$ cat src/rtl/lsu_fsm_if.sv
// Data-memory request/grant/response bus between the load-store unit
// (master) and the data memory (slave).
interface lsu_fsm_if #(
  parameter int DATA_W = 32,
  parameter int ADDR_W = 32
);
  logic                data_req_o;
  logic                data_we_o;
  logic [DATA_W/8-1:0] data_be_o;
  logic [ADDR_W-1:0]   data_addr_o;
  logic [DATA_W-1:0]   data_wdata_o;
  logic                data_gnt_i;
  logic                data_rvalid_i;
  logic [DATA_W-1:0]   data_rdata_i;

  modport master (
    output data_req_o, data_we_o, data_be_o, data_addr_o, data_wdata_o,
    input  data_gnt_i, data_rvalid_i, data_rdata_i
  );

  modport slave (
    input  data_req_o, data_we_o, data_be_o, data_addr_o, data_wdata_o,
    output data_gnt_i, data_rvalid_i, data_rdata_i
  );
endinterface

$ cat src/rtl/lsu_fsm.sv
// Registered load-store unit: captures one core access, runs it through the
// request -> grant -> response bus handshake, returns extended load data and
// flags illegal/misaligned accesses and bus timeouts.
module lsu_fsm #(
  parameter int DATA_W  = 32,
  parameter int ADDR_W  = 32,
  parameter int TIMEOUT = 255
) (
  input  logic              clk_i,
  input  logic              arstn_i,
  lsu_fsm_if.master         bus,
  input  logic [ADDR_W-1:0] lsu_addr_i,
  input  logic              lsu_we_i,
  input  logic [2:0]        lsu_size_i,
  input  logic [DATA_W-1:0] lsu_data_i,
  input  logic              lsu_req_i,
  output logic              lsu_stall_req_o,
  output logic [DATA_W-1:0] lsu_data_o,
  output logic              lsu_misalign_o,
  output logic              lsu_bus_err_o
);

  localparam int BE_W  = DATA_W / 8;
  localparam int OFF_W = $clog2(BE_W);
  localparam int CNT_W = (TIMEOUT > 0) ? $clog2(TIMEOUT + 1) : 1;

  typedef enum logic [1:0] {IDLE, REQ, WAIT, DONE} state_t;

  state_t           state_q;
  logic [2:0]       size_q;
  logic [OFF_W-1:0] off_q;
  logic [CNT_W-1:0] cnt_q;

  // Access decode of the incoming core request.
  logic              req_illegal;
  logic              req_misaligned;
  logic [BE_W-1:0]   req_mask;
  logic [BE_W-1:0]   req_be;
  logic [OFF_W-1:0]  req_off;
  logic [ADDR_W-1:0] req_addr;
  logic [DATA_W-1:0] req_wdata;

  // Load-lane extraction from the returned word.
  logic [DATA_W-1:0] lane;
  logic [DATA_W-1:0] load_ext;

  logic [CNT_W-1:0] cnt_next;
  logic             timeout_hit;

  // Stall the core until the one DONE cycle of the access.
  assign lsu_stall_req_o = lsu_req_i & (state_q != DONE);

  assign cnt_next    = cnt_q + CNT_W'(1);
  assign timeout_hit = (TIMEOUT != 0) && (cnt_next == CNT_W'(TIMEOUT));

  // Decode size legality, alignment, byte enables and replicated write data.
  always_comb begin
    // NOTE: every signal gets a default up front so no path leaves one unassigned (no latch).
    req_misaligned = 1'b0;
    req_mask       = '0;
    req_wdata      = lsu_data_i;
    req_off        = lsu_addr_i[OFF_W-1:0];
    req_addr       = {lsu_addr_i[ADDR_W-1:OFF_W], {OFF_W{1'b0}}};
    req_illegal    = (lsu_size_i == 3'd7) ||
                     ((DATA_W == 32) && ((lsu_size_i == 3'd3) || (lsu_size_i == 3'd6)));
    // Sizes 4-6 share the width code of 0-2; bit 2 only selects zero-extension.
    case (lsu_size_i[1:0])
      2'd0: begin
        req_mask  = BE_W'(8'h01);
        req_wdata = {BE_W{lsu_data_i[7:0]}};
      end
      2'd1: begin
        req_misaligned = lsu_addr_i[0];
        req_mask       = BE_W'(8'h03);
        req_wdata      = {(DATA_W/16){lsu_data_i[15:0]}};
      end
      2'd2: begin
        req_misaligned = |lsu_addr_i[1:0];
        req_mask       = BE_W'(8'h0F);
        req_wdata      = {(DATA_W/32){lsu_data_i[31:0]}};
      end
      default: begin
        req_misaligned = |lsu_addr_i[2:0];
        req_mask       = '1;
        req_wdata      = lsu_data_i;
      end
    endcase
    req_be = lsu_we_i ? BE_W'(req_mask << req_off) : '0;
  end

  // Select the addressed lane and sign- or zero-extend it.
  always_comb begin
    lane     = bus.data_rdata_i >> {off_q, 3'b000};
    load_ext = lane;
    case (size_q[1:0])
      2'd0: begin
        if (size_q[2]) load_ext = DATA_W'(lane[7:0]);
        else           load_ext = DATA_W'($signed(lane[7:0]));
      end
      2'd1: begin
        if (size_q[2]) load_ext = DATA_W'(lane[15:0]);
        else           load_ext = DATA_W'($signed(lane[15:0]));
      end
      2'd2: begin
        if (size_q[2]) load_ext = DATA_W'(lane[31:0]);
        else           load_ext = DATA_W'($signed(lane[31:0]));
      end
      default: load_ext = lane;
    endcase
  end

  // Transaction FSM with all bus and core-facing outputs registered.
  always_ff @(posedge clk_i) begin
    // NOTE: state is updated with non-blocking assignments so every register samples pre-edge values.
    if (!arstn_i) begin
      state_q          <= IDLE;
      size_q           <= '0;
      off_q            <= '0;
      cnt_q            <= '0;
      bus.data_req_o   <= 1'b0;
      bus.data_we_o    <= 1'b0;
      bus.data_be_o    <= '0;
      bus.data_addr_o  <= '0;
      bus.data_wdata_o <= '0;
      lsu_data_o       <= '0;
      lsu_misalign_o   <= 1'b0;
      lsu_bus_err_o    <= 1'b0;
    end else begin
      case (state_q)
        IDLE: begin
          cnt_q <= '0;
          if (lsu_req_i) begin
            if (req_illegal || req_misaligned) begin
              lsu_misalign_o <= 1'b1;
              state_q        <= DONE;
            end else begin
              bus.data_req_o   <= 1'b1;
              bus.data_we_o    <= lsu_we_i;
              bus.data_be_o    <= req_be;
              bus.data_addr_o  <= req_addr;
              bus.data_wdata_o <= req_wdata;
              size_q           <= lsu_size_i;
              off_q            <= req_off;
              state_q          <= REQ;
            end
          end
        end
        REQ: begin
          cnt_q <= cnt_next;
          if (bus.data_gnt_i && bus.data_rvalid_i) begin
            bus.data_req_o <= 1'b0;
            if (!bus.data_we_o) lsu_data_o <= load_ext;
            state_q <= DONE;
          end else if (timeout_hit) begin
            bus.data_req_o <= 1'b0;
            lsu_bus_err_o  <= 1'b1;
            state_q        <= DONE;
          end else if (bus.data_gnt_i) begin
            bus.data_req_o <= 1'b0;
            state_q        <= WAIT;
          end
        end
        WAIT: begin
          cnt_q <= cnt_next;
          if (bus.data_rvalid_i) begin
            if (!bus.data_we_o) lsu_data_o <= load_ext;
            state_q <= DONE;
          end else if (timeout_hit) begin
            lsu_bus_err_o <= 1'b1;
            state_q       <= DONE;
          end
        end
        DONE: begin
          lsu_misalign_o <= 1'b0;
          lsu_bus_err_o  <= 1'b0;
          state_q        <= IDLE;
        end
        default: state_q <= IDLE;
      endcase
    end
  end

endmodule

$ cat src/flat_wrapper.sv
// flat-port wrapper written by rule: the top's interface ports become plain ports
module lsu_fsm_flat 
#(
  parameter int DATA_W  = 32,
  parameter int ADDR_W  = 32,
  parameter int TIMEOUT = 255
)
  (clk_i, arstn_i, lsu_addr_i, lsu_we_i, lsu_size_i, lsu_data_i, lsu_req_i, lsu_stall_req_o, lsu_data_o, lsu_misalign_o, lsu_bus_err_o, bus_data_req_o, bus_data_we_o, bus_data_be_o, bus_data_addr_o, bus_data_wdata_o, bus_data_gnt_i, bus_data_rvalid_i, bus_data_rdata_i);
  lsu_fsm_if #(.DATA_W(DATA_W), .ADDR_W(ADDR_W)) bus_i ();
  input  logic clk_i;
  input  logic arstn_i;
  input  logic [ADDR_W-1:0] lsu_addr_i;
  input  logic lsu_we_i;
  input  logic [2:0] lsu_size_i;
  input  logic [DATA_W-1:0] lsu_data_i;
  input  logic lsu_req_i;
  output logic lsu_stall_req_o;
  output logic [DATA_W-1:0] lsu_data_o;
  output logic lsu_misalign_o;
  output logic lsu_bus_err_o;
  output wire logic [$bits(bus_i.data_req_o)-1:0] bus_data_req_o;
  output wire logic [$bits(bus_i.data_we_o)-1:0] bus_data_we_o;
  output wire logic [$bits(bus_i.data_be_o)-1:0] bus_data_be_o;
  output wire logic [$bits(bus_i.data_addr_o)-1:0] bus_data_addr_o;
  output wire logic [$bits(bus_i.data_wdata_o)-1:0] bus_data_wdata_o;
  input wire logic [$bits(bus_i.data_gnt_i)-1:0] bus_data_gnt_i;
  input wire logic [$bits(bus_i.data_rvalid_i)-1:0] bus_data_rvalid_i;
  input wire logic [$bits(bus_i.data_rdata_i)-1:0] bus_data_rdata_i;
  assign bus_data_req_o = bus_i.data_req_o;
  assign bus_data_we_o = bus_i.data_we_o;
  assign bus_data_be_o = bus_i.data_be_o;
  assign bus_data_addr_o = bus_i.data_addr_o;
  assign bus_data_wdata_o = bus_i.data_wdata_o;
  assign bus_i.data_gnt_i = bus_data_gnt_i;
  assign bus_i.data_rvalid_i = bus_data_rvalid_i;
  assign bus_i.data_rdata_i = bus_data_rdata_i;
  lsu_fsm #(.DATA_W(DATA_W), .ADDR_W(ADDR_W), .TIMEOUT(TIMEOUT)) u_core (.clk_i(clk_i), .arstn_i(arstn_i), .bus(bus_i), .lsu_addr_i(lsu_addr_i), .lsu_we_i(lsu_we_i), .lsu_size_i(lsu_size_i), .lsu_data_i(lsu_data_i), .lsu_req_i(lsu_req_i), .lsu_stall_req_o(lsu_stall_req_o), .lsu_data_o(lsu_data_o), .lsu_misalign_o(lsu_misalign_o), .lsu_bus_err_o(lsu_bus_err_o));
endmodule
$ cat config.mk
export PLATFORM = sky130hd
export DESIGN_NAME = lsu_fsm_flat
export DESIGN_NICKNAME = d
export VERILOG_FILES = /design/src/rtl/lsu_fsm_if.sv /design/src/rtl/lsu_fsm.sv /design/src/flat_wrapper.sv
export SDC_FILE = /design/constraint.sdc
export NUM_CORES = 1
export LEC_CHECK = 0
export CORE_MARGIN = 5
export CORE_UTILIZATION = 41
export DETAILED_ROUTE_END_ITERATION = 6
export PLACE_DENSITY = 0.86
export SLEW_MARGIN = 20
export SYNTH_ARGS = -nofsm -noshare
export SYNTH_HDL_FRONTEND = slang
export SYNTH_SLANG_ARGS = --single-unit
export TNS_END_PERCENT = 20
$ cat constraint.sdc
create_clock -name clk_i -period 2.9 [get_ports clk_i]
set_input_delay 0.435 -clock clk_i [delete_from_list [all_inputs] [get_ports clk_i]]
set_output_delay 0.435 -clock clk_i [all_outputs]
set_load 0.03 [all_outputs]
==> metrics <==
result of the run=finished, final reports clean; P&R area growth vs syn=47.78%; Rows=43; clk buf depth=2; post-synthesis xor/xnor area fraction=0.3051%; DRT iter0 DRCs=403; largest net degree at the start of global routing=40; EDFF count, synth=0; vias in the first global route=5,176; number of max-cap violations=0; top-count cell post-synth=nand2_1; CP startpoint kind=flop; worst skew pair latency=0.41 ns; Final Hold Vio Count=0; drt pass-1 iters=4; Crit Path Category=flop to output pin; largest family of logic cells by synthesized area=compound AO/OA/AOI/OAI gates; Final Wtd Congestion=0.8200; TritonCTS Sinks=117; fin cells=1,046; Initial Util=41.52%; Cells after Synth=672; Filler cells=1,176; Worst Setup End Kind=output pin; Rel. slew slack=52.10%; HPWL after detailed placement=12,240 um; crit path DAT=1.89 ns; worst hold path type=input pin to flop; Worst-Margin Slew=0.7171 ns; Num CTS Buffers=17; Routed WL=16,810 um; Vias per Instance=5.185; Synth top area share=40.80%; die height=128.3 um; Synth Area in Compound Gates=24.41%; die width=128.3 um; IO Count=210; WL/cell=16.07 um; layout cells sized above 1=7.275%; die area=16,470 um2; Vias=5,423; fin nets=972; fin area=8483 um2; PwrDens=867.9 nW/um2; Netlist Area Pre-Place=5741 um2; RSZ-0062 raised after global routing=false; hold_buf cts=0; Diodes inserted=0; LEAKAGE=3.307 nW; Worst-path clk slew=0.05 ns; IO buf count=207; GRT overflow=0; Post-Synth Simple-Gate Area=19.68%; final antenna-violating net count=0; CTS tree=yes; fin util=61.35%; final cycle utilization of the critical path=80.30%; first-pass GRT wire length=26,600 um; Setup TNS=0 ns; dpl cell area=7896 um2; post-cts gate resize count=0; clk_skew=0.008050 ns; ys async rst share=0%; Synth Area in Adders=1.744%; Critical Path RT=2.47 ns; largest cells by area after synthesis=dfxtp_1 41%, nand2_1 10%, mux2i_1 7.7%, a21boi_1 7.3%, nor2b_1 2.8%; Core ar.=13,830 um2; max-slew violation count=0; proportion of synthesized area in mux cells=7.672%; average size of a mapped cell=8.542 um2; leading area contributor after synthesis=dfxtp_1; post-route minimum period=2.329 ns; initial antenna violation count=0; Design Power=7.362 mW; Synth top cells by count=154 x nand2_1, 117 x dfxtp_1, 56 x a21boi_1; # DRC=0; Max FO, Critical Path=8; most common flop cell mapped by yosys=dfxtp_1; gr usage total=20.14%; peak supply drop=0.6071 mV; root buffer cell=clkbuf_16; FF+latch count, synth=117; placed cells=1,020; sequential area share after synthesis=40.80%; final setup vio count=0; H-tree levels=4; Setup Fix Bufs, Post-CTS=0; Max Fclk=429.4 MHz; count of cell types in the netlist=55; YS warnings=0
[per-stage QoR]
stage / hold WS, ns / setup WS, ns
finish: 0.4479 / 0.5714
global route: 0.4688 / 0.4890
CTS: 0.4424 / 0.5757
detailed placement: 0.4441 / 0.4456
global placement: 0.4381 / 0.5570
floorplan: 0.4708 / 0.8720
[registers in the layout, summed over array words and instances (netlist names)]
| name | cells |
|---|---|
| u_core.bus.data_wdata_o | 32 |
| u_core.lsu_data_o | 32 |
| u_core.bus.data_addr_o | 30 |
| u_core.cnt_q | 8 |
| u_core.bus.data_be_o | 4 |
| u_core.size_q | 3 |
| u_core.off_q | 2 |
| u_core.state_q | 2 |
| u_core.bus.data_req_o | 1 |
| u_core.bus.data_we_o | 1 |
| u_core.lsu_bus_err_o | 1 |
| u_core.lsu_misalign_o | 1 |
[cell usage in the layout (no fill, tap or decap), types with 17 or more instances in the layout]
cell / count
a21oi_1: 31
clkdlybuf4s50_1: 206
clkbuf_16: 17
nand2_1: 154
mux2i_1: 44
a21boi_1: 56
o21ai_0: 31
nor2_1: 31
nor2b_1: 25
dfxtp_1: 117
[logic make-up after synthesis]
logic type               Yosys count
AND/OR/NAND/NOR                  253
AO/OA/AOI/OAI                    188
adder cells (fa/ha/maj)            8
other                              1
XOR/XNOR                           2
flip-flops                       117
buffers and inverters             59
multiplexers                      44
[critical path: stages, from the launching register on]
cell and delay [ns]:
dfxtp_1 0.38, ha_1 0.27, nor2_1 0.15, clkdlybuf4s50_1 0.69
[layout make-up]
type	instances	area [um2]	share of cell area, %
Multi-Input combinational cell	497	3109	36.65
Sequential cell	117	2342	27.61
Timing Repair Buffer	222	2205	25.99
Clock buffer	20	456.7	5.383
Tap cell	180	225.2	2.655
Clock inverter	6	130.1	1.534
Inverter	4	15.01	0.1770
[where the power goes]
group	leakage (nW)	total, mW	internal (mW)	switching [mW]
registers	0.956	2.18	1.97	0.215
clock network	0.289	2.14	1.45	0.691
logic	2.06	3.04	1.31	1.72
[path summary, 6_finish.rpt]
kind	from	endpoint	slack, ns	depth (start not counted)
worst max-delay path	u_core.state_q[0]$_SDFFE_PN0P_	lsu_stall_req_o	0.57	3
worst min-delay path	arstn_i	u_core.lsu_bus_err_o$_SDFFE_PN0P_	0.45	3
worst max register to register	u_core.state_q[0]$_SDFFE_PN0P_	u_core.lsu_data_o[8]$_SDFFE_PN0P_	0.63	6
worst min register to register	u_core.bus.data_addr_o[4]$_SDFFE_PN0P_	u_core.bus.data_addr_o[4]$_SDFFE_PN0P_	0.45	2
[metal layers]
metal / vias up / track usage [%] / share of wire [%]
met5: - / 0 / 0
met2: 192 / 32.30 / 47
met1: 2491 / 25.35 / 43
li1: 2711 / - / -
met3: 29 / 6.542 / 8.0
met4: 0 / 7.366 / 2.0
No activity file was read; power rests on OpenSTA's default activity.
